<file path="src/rtl/mem_port_arbiter.sv">
// Round-robin arbiter for the shared instruction/data memory port (core vs. DMA),
// tracking one outstanding read. Define MEM_ARB_LOCK_EN to add the d_lock DMA bus lock.
module mem_port_arbiter #(
  parameter int AW     = 32,
  parameter int DW     = 32,
  parameter int RD_LAT = 1
) (
  input  logic          clk,
  input  logic          rst,
  input  logic          c_req,
  input  logic          c_we,
  input  logic [AW-1:0] c_addr,
  input  logic [DW-1:0] c_wdata,
  output logic          c_gnt,
  output logic          c_rvalid,
  output logic [DW-1:0] c_rdata,
  input  logic          d_req,
  input  logic          d_we,
  input  logic [AW-1:0] d_addr,
  input  logic [DW-1:0] d_wdata,
  output logic          d_gnt,
  output logic          d_rvalid,
  output logic [DW-1:0] d_rdata,
`ifdef MEM_ARB_LOCK_EN
  input  logic          d_lock,
`endif
  output logic          m_en,
  output logic          m_we,
  output logic [AW-1:0] m_addr,
  output logic [DW-1:0] m_wdata,
  input  logic [DW-1:0] m_rdata
);

  typedef enum logic {IDLE, RD_WAIT} state_t;

  localparam logic [1:0] LAT_M1 = 2'(RD_LAT - 1);

  state_t     state;
  logic [1:0] cnt;
  logic       last_dma;
  logic       owner_dma;
  logic       free;
  logic       lock;
  logic       c_win;
  logic       d_win;
  logic       rd_grant;

`ifdef MEM_ARB_LOCK_EN
  assign lock = d_lock & last_dma;
`else
  assign lock = 1'b0;
`endif

  // Free when idle, or in the read-expiry cycle so the next access can overlap the return.
  assign free  = ~rst & ((state == IDLE) | (cnt == 2'd0));
  assign c_win = c_req & ~lock & (~d_req | last_dma);
  assign d_win = d_req & (lock | ~c_req | ~last_dma);
  assign c_gnt = free & c_win;
  assign d_gnt = free & d_win;

  assign m_en     = c_gnt | d_gnt;
  assign m_we     = (c_gnt & c_we) | (d_gnt & d_we);
  assign m_addr   = d_gnt ? d_addr  : c_addr;
  assign m_wdata  = d_gnt ? d_wdata : c_wdata;
  assign rd_grant = m_en & ~m_we;

  assign c_rdata = m_rdata;
  assign d_rdata = m_rdata;

  // rvalid is registered one cycle ahead: set on the edge entering the expiry cycle.
  always_ff @(posedge clk) begin
    if (rst) begin
      state     <= IDLE;
      cnt       <= '0;
      last_dma  <= 1'b1;
      owner_dma <= 1'b0;
      c_rvalid  <= 1'b0;
      d_rvalid  <= 1'b0;
    end else begin
      c_rvalid <= 1'b0;
      d_rvalid <= 1'b0;
      if (m_en) last_dma <= d_gnt;
      if (rd_grant) begin
        state     <= RD_WAIT;
        cnt       <= LAT_M1;
        owner_dma <= d_gnt;
        if (RD_LAT == 1) begin
          c_rvalid <= c_gnt;
          d_rvalid <= d_gnt;
        end
      end else if (state == RD_WAIT) begin
        if (cnt == 2'd0) begin
          state <= IDLE;
        end else begin
          cnt <= cnt - 2'd1;
          if (cnt == 2'd1) begin
            c_rvalid <= ~owner_dma;
            d_rvalid <= owner_dma;
          end
        end
      end
    end
  end

endmodule

</file>
<file path="config.mk">
export PLATFORM = sky130hd
export DESIGN_NAME = mem_port_arbiter
export DESIGN_NICKNAME = d
export VERILOG_FILES = /design/src/rtl/mem_port_arbiter.sv
export SDC_FILE = /design/constraint.sdc
export NUM_CORES = 1
export LEC_CHECK = 0
export BUFFER_PORTS_ARGS = -buffer_cell sky130_fd_sc_hd__buf_2
export CORE_AREA = 2 2 117 119
export DETAILED_ROUTE_END_ITERATION = 7
export DIE_AREA = 0 0 119 121
export PLACE_DENSITY = 0.43
export SYNTH_ARGS = -nofsm -noshare
export SYNTH_HDL_FRONTEND = slang
export SYNTH_SLANG_ARGS = --single-unit
</file>
<file path="constraint.sdc">
create_clock -name clk -period 2.7 [get_ports clk]
set_input_delay 0.675 -clock clk [delete_from_list [all_inputs] [get_ports clk]]
set_output_delay 0.675 -clock clk [all_outputs]
set_load 0.1 [all_outputs]
</file>
==> After elaboration in Yosys (flattened, before gate mapping) <==
Cells that the tools add are included.
{ "totals": {"register_bits": 7, "inputBits": 166, "output_inout_bits": 134, "wordCells": 45} }
{ "classes": {"n_addsub": 1, "n_eq_ne": 1, "mux": 13, "n_bitwise": 21, "n_reduce_logical": 3} }
{ "ops": {"columns": ["op", "count"], "rows": [
  ["two-way mux 32 bit", 2],
  ["two-way mux 1 bit", 11],
  ["AND 1 bit", 8],
  ["inverter 1 bit", 8],
  ["OR 1 bit", 5],
  ["== test 2 x 1 -> 1 bit, second input constant", 1],
  ["zero test 2 bit", 1],
  ["AND reduction 2 bit", 1],
  ["OR reduction 2 bit", 1],
  ["subtractor 2 x 1 -> 2 bit, second input constant", 1]
]} }

==> Depth between registers and ports, before layout <==
{ "depth": {"ltp_word": 9, "ltp_mapped": 8, "mapped_depth_nobuf": 5} }

==> Worst setup path after synthesis <==
Ideal clock, no wire load.
{ "synth_path": {"path_kind": "input to output", "start": "in d_req", "end": "out m_we", "arrival_time_ps": 5125, "t_required_ps": 2025, "path_slack_ps": -3100, "stages": 3, "n_path_buf": 0, "cell_sequence": "nor2b_1 > nor4b_1 > a22o_1"} }
{ "synth_between": {"elab_chain_len": 6, "word_cells_on_any_way": 9, "cone_classes": "bitwise: 9"} }
{ "synth_rtl": {"columns": ["item", "line", "text"], "rows": [
  ["start, declared", "17", "input logic d_req,"],
  ["inverter 1 bit", "56", "assign c_win = c_req & ~lock & (~d_req | last_dma);"],
  ["OR 1 bit", "56", null],
  ["AND 1 bit", "56", null],
  ["AND 1 bit", "58", "assign c_gnt = free & c_win;"],
  ["via c_gnt", "14", "output logic c_gnt,"],
  ["AND 1 bit", "62", "assign m_we = (c_gnt & c_we) | (d_gnt & d_we);"],
  ["OR 1 bit", "62", null],
  ["end, declared", "28", "output logic m_we,"]
]} }
The timed path passes the listed nets, and every way through them passes these cells.

==> Worst setup path after layout <==
{ "layout_path": {"start": "in c_req", "end": "out m_wdata[13]"} }
{ "layout_between": {"elab_chain_len": 5} }
{ "layout_rtl": {"columns": ["item", "line", "text"], "rows": [
  ["start, declared", "10", "input logic c_req,"],
  ["inverter 1 bit", "57", "assign d_win = d_req & (lock | ~c_req | ~last_dma);"],
  ["OR 1 bit", "57", null],
  ["AND 1 bit", "57", null],
  ["AND 1 bit", "59", "assign d_gnt = free & d_win;"],
  ["two-way mux 32 bit", "64", "assign m_wdata = d_gnt ? d_wdata : c_wdata;"],
  ["end, declared", "30", "output logic [DW-1:0] m_wdata,"]
]} }
No other way between the ends.

==> impl_metrics.py <==
metrics = {
    "worst_setup_path": {
        "r2r_cells": 8,
        "worst_ep_required_time_ps": 2030,
        "path_class": "input port to primary output",
        "r2r_slack_ps": 1060,
        "cp_data_arrival_time_ps": 2100,
        "reg2reg_to": "owner_dma",
        "start_kind": "input port",
        "reg2reg_from": "cnt[0]",
        "end_kind": "primary output",
        "critPathMaxFanout": 18,
    },
    "clock_tree": {
        "clkSinkCount": 7,
        "clockBufferDepth": 2,
        "cts_root_buffer": "clkbuf_16",
        "clkTransAtPathRegs_ps": 40,
        "clk_latency_ps": 230,
        "htreeDepth": 1,
        "tritoncts": "done",
        "cts_hold_buf": 0,
        "cts_made_buffers": 3,
    },
    "sta": {
        "setup_viol": 58,
        "layout_worst_path_cycle_share_pct": 103,
        "maxSlewHeadroom_pct": 67.0,
        "drv_slew": 0,
        "fmax_mhz": 360,
        "hold_viol_final": 0,
        "period_needed_ps": 2780,
        "finalWorstSetupSlack_ps": -75.7,
        "worstMarginPinSlew_ps": 498,
        "finClkSkew_ps": 1.00,
        "rsz0062_at_grt": "true",
    },
    "die": {
        "start_util_pct": 12.4,
        "dieArea_sq_um": 14400,
        "fp.dieH_microns": 121,
        "die_w_microns": 119,
        "core_area_sq_um": 13100,
        "boundaryPins": 300,
        "rows": 42,
    },
    "global_route": {
        "grt_usage_pct": 8.34,
        "grt_antenna_before_repair": 0,
        "overflow": 0,
        "grt_pass1_wl_microns": 9510,
        "grt_max_degree": 37,
        "grt_pass1_vias": 1877,
    },
    "routing": {
        "drcViolationCount": 0,
        "wire_per_inst_microns": 14.4,
        "detail-route-antenna-nets": 0,
        "drt_wl_total_microns": 7230,
        "vias_per_cell": 3.67,
        "vias": 1837,
        "drt_iter0_markers": 33,
        "dr.pass1.iters": 3,
    },
    "yosys": {
        "synthDistinctLibCells": 26,
        "synth_area_sq_um": 1620,
        "yosysMostFrequentCell": "buf_4",
        "synth_common_cells": "64 x buf_4, 34 x mux2_2, 30 x mux2_1",
        "syn-num-nets": 343,
        "synth_ff_type": "dfxtp_1",
        "synthCells": 175,
        "yosys.area.top_type_share_pct": 29.6,
        "yosysSeqAreaShare_pct": 8.63,
        "synth_area_leaders": "buf_4 30%, mux2_2 24%, mux2_1 21%",
        "synth_area_per_cell_sq_um": 9.28,
        "synth_seq_cells": 7,
        "synth_edf_count": 0,
        "synth_top_area_cell": "buf_4",
        "ys_async_sr_fraction_pct": 0,
        "yosysWarnings": 0,
    },
    "finish": {
        "final_nets": 494,
        "syn_to_final_growth_pct": 106,
        "layout-drive-gt1-share_pct": 89.5,
        "antenna_cells": 0,
        "fin_util_pct": 25.6,
    },
    "power_and_ir_drop": {
        "leakagePower_nw": 1.61,
        "p_per_area_nw_per_um2": 439,
        "ir_worst_vdd_mv": 0.162,
    },
    "flow_run": {
        "max_cap_violations": 0,
    },
    "place": {
        "gp_congestion": 0.722,
        "detailedPlace.worstSlack_ps": -172,
        "dpl.hpwl_microns": 5460,
        "numPortBuffers": 203,
    },
    "min_path": {
        "min_to": "cnt[1]",
        "hold_path.class": "flip-flop to flip-flop",
        "hp-start": "cnt[1]",
        "holdPathStages": 2,
    },
    "run_status": {
        "status": "finished with violations",
        "violations": "setup timing",
    },
}
-- critical path, cell delays in order --
cell     delay, ps
buf_6           90
a21bo_4        210
nor3_4         220
buf_6          170
buf_16         160
mux2_2         360
buf_6          190
-- flip-flops by register name, indices dropped and copies added, names as in the netlist --
register and flops:
cnt 2, c_rvalid 1, d_rvalid 1, last_dma 1, owner_dma 1, state 1
-- power breakdown --
group / internal [W] / leakage (nW) / switching, W
logic: 0.000379 / 1.51 / 0.000726
registers: 0.000108 / 0.0572 / 0.00000215
clock network: 0.000197 / 0.0382 / 0.0000571
-- logic make-up (layout without fill, tap and decap cells) --
group / after synthesis / count (layout) / synth area share, %
fa+ha+maj: 2 / 2 / 1.54
flops: 7 / 7 / 8.63
buf+inv: 77 / 227 / 34.7
mux: 64 / 64 / 44.4
compound gates: 10 / 10 / 4.62
simple gates: 15 / 15 / 6.09
-- through the flow --
stage	cell area, sq um	hold slack, ps	instances	total power [W]	TNS (ps)
2_1_floorplan	1670	450	175	0.00127	-613
3_3_place_gp	2540	466	490	0.00103	-7100
3_5_place_dp	2540	480	490	0.00103	-8520
4_1_cts	3010	485	494	0.00140	-3510
5_1_grt	3350	518	501	0.00151	-6330
6_report	3350	484	501	0.00147	-2750
-- layout make-up --
class                      count  area (sq um)
fill                        1347          9740
sequential                     7           140
inverter                       5          18.8
timing repair buffer         218          1870
tap                          176           220
clock buffer                   4          78.8
multi-input combinational     91          1020
-- per-layer routing --
layer / vias to the layer above / share of wire, % / global-route usage, %
met5: - / 0 / 0
met3: 11 / 11 / 3.52
li1: 844 / - / -
met2: 152 / 52 / 15.2
met4: 0 / 1.2 / 2.53
met1: 830 / 36 / 8.65
-- what timing repair did --
item,4_1_cts,5_1_grt
gates cloned,0,4
pin swaps,0,2
gates resized for setup,123,53
buffers inserted,0,3
endpoints found under the setup margin,64,64
-- layout by cell type, fill, tap and decap left out, types with 2 or more instances in the layout --
cell type,instances
mux2_2,47
buf_6,48
or3_1,2
a21oi_1,2
buf_12,24
buf_8,2
nand3_1,4
clkbuf_16,6
mux2_4,17
nand2b_1,2
buf_2,134
ha_1,2
inv_1,5
buf_4,6
dfxtp_1,7
-- worst max-delay path by stage --
stage / start / to / cells after the start / slack (ps)
after floorplan: d_req / m_we / 3 / -610
after global placement: c_req / m_wdata[16] / 6 / -130
after detailed placement: c_req / m_wdata[31] / 6 / -170
after CTS: c_req / m_wdata[20] / 7 / -110
after global routing: c_req / m_wdata[22] / 8 / -140
final: c_req / m_wdata[13] / 7 / -80
Note: power is estimated with default switching activity, not from simulation.
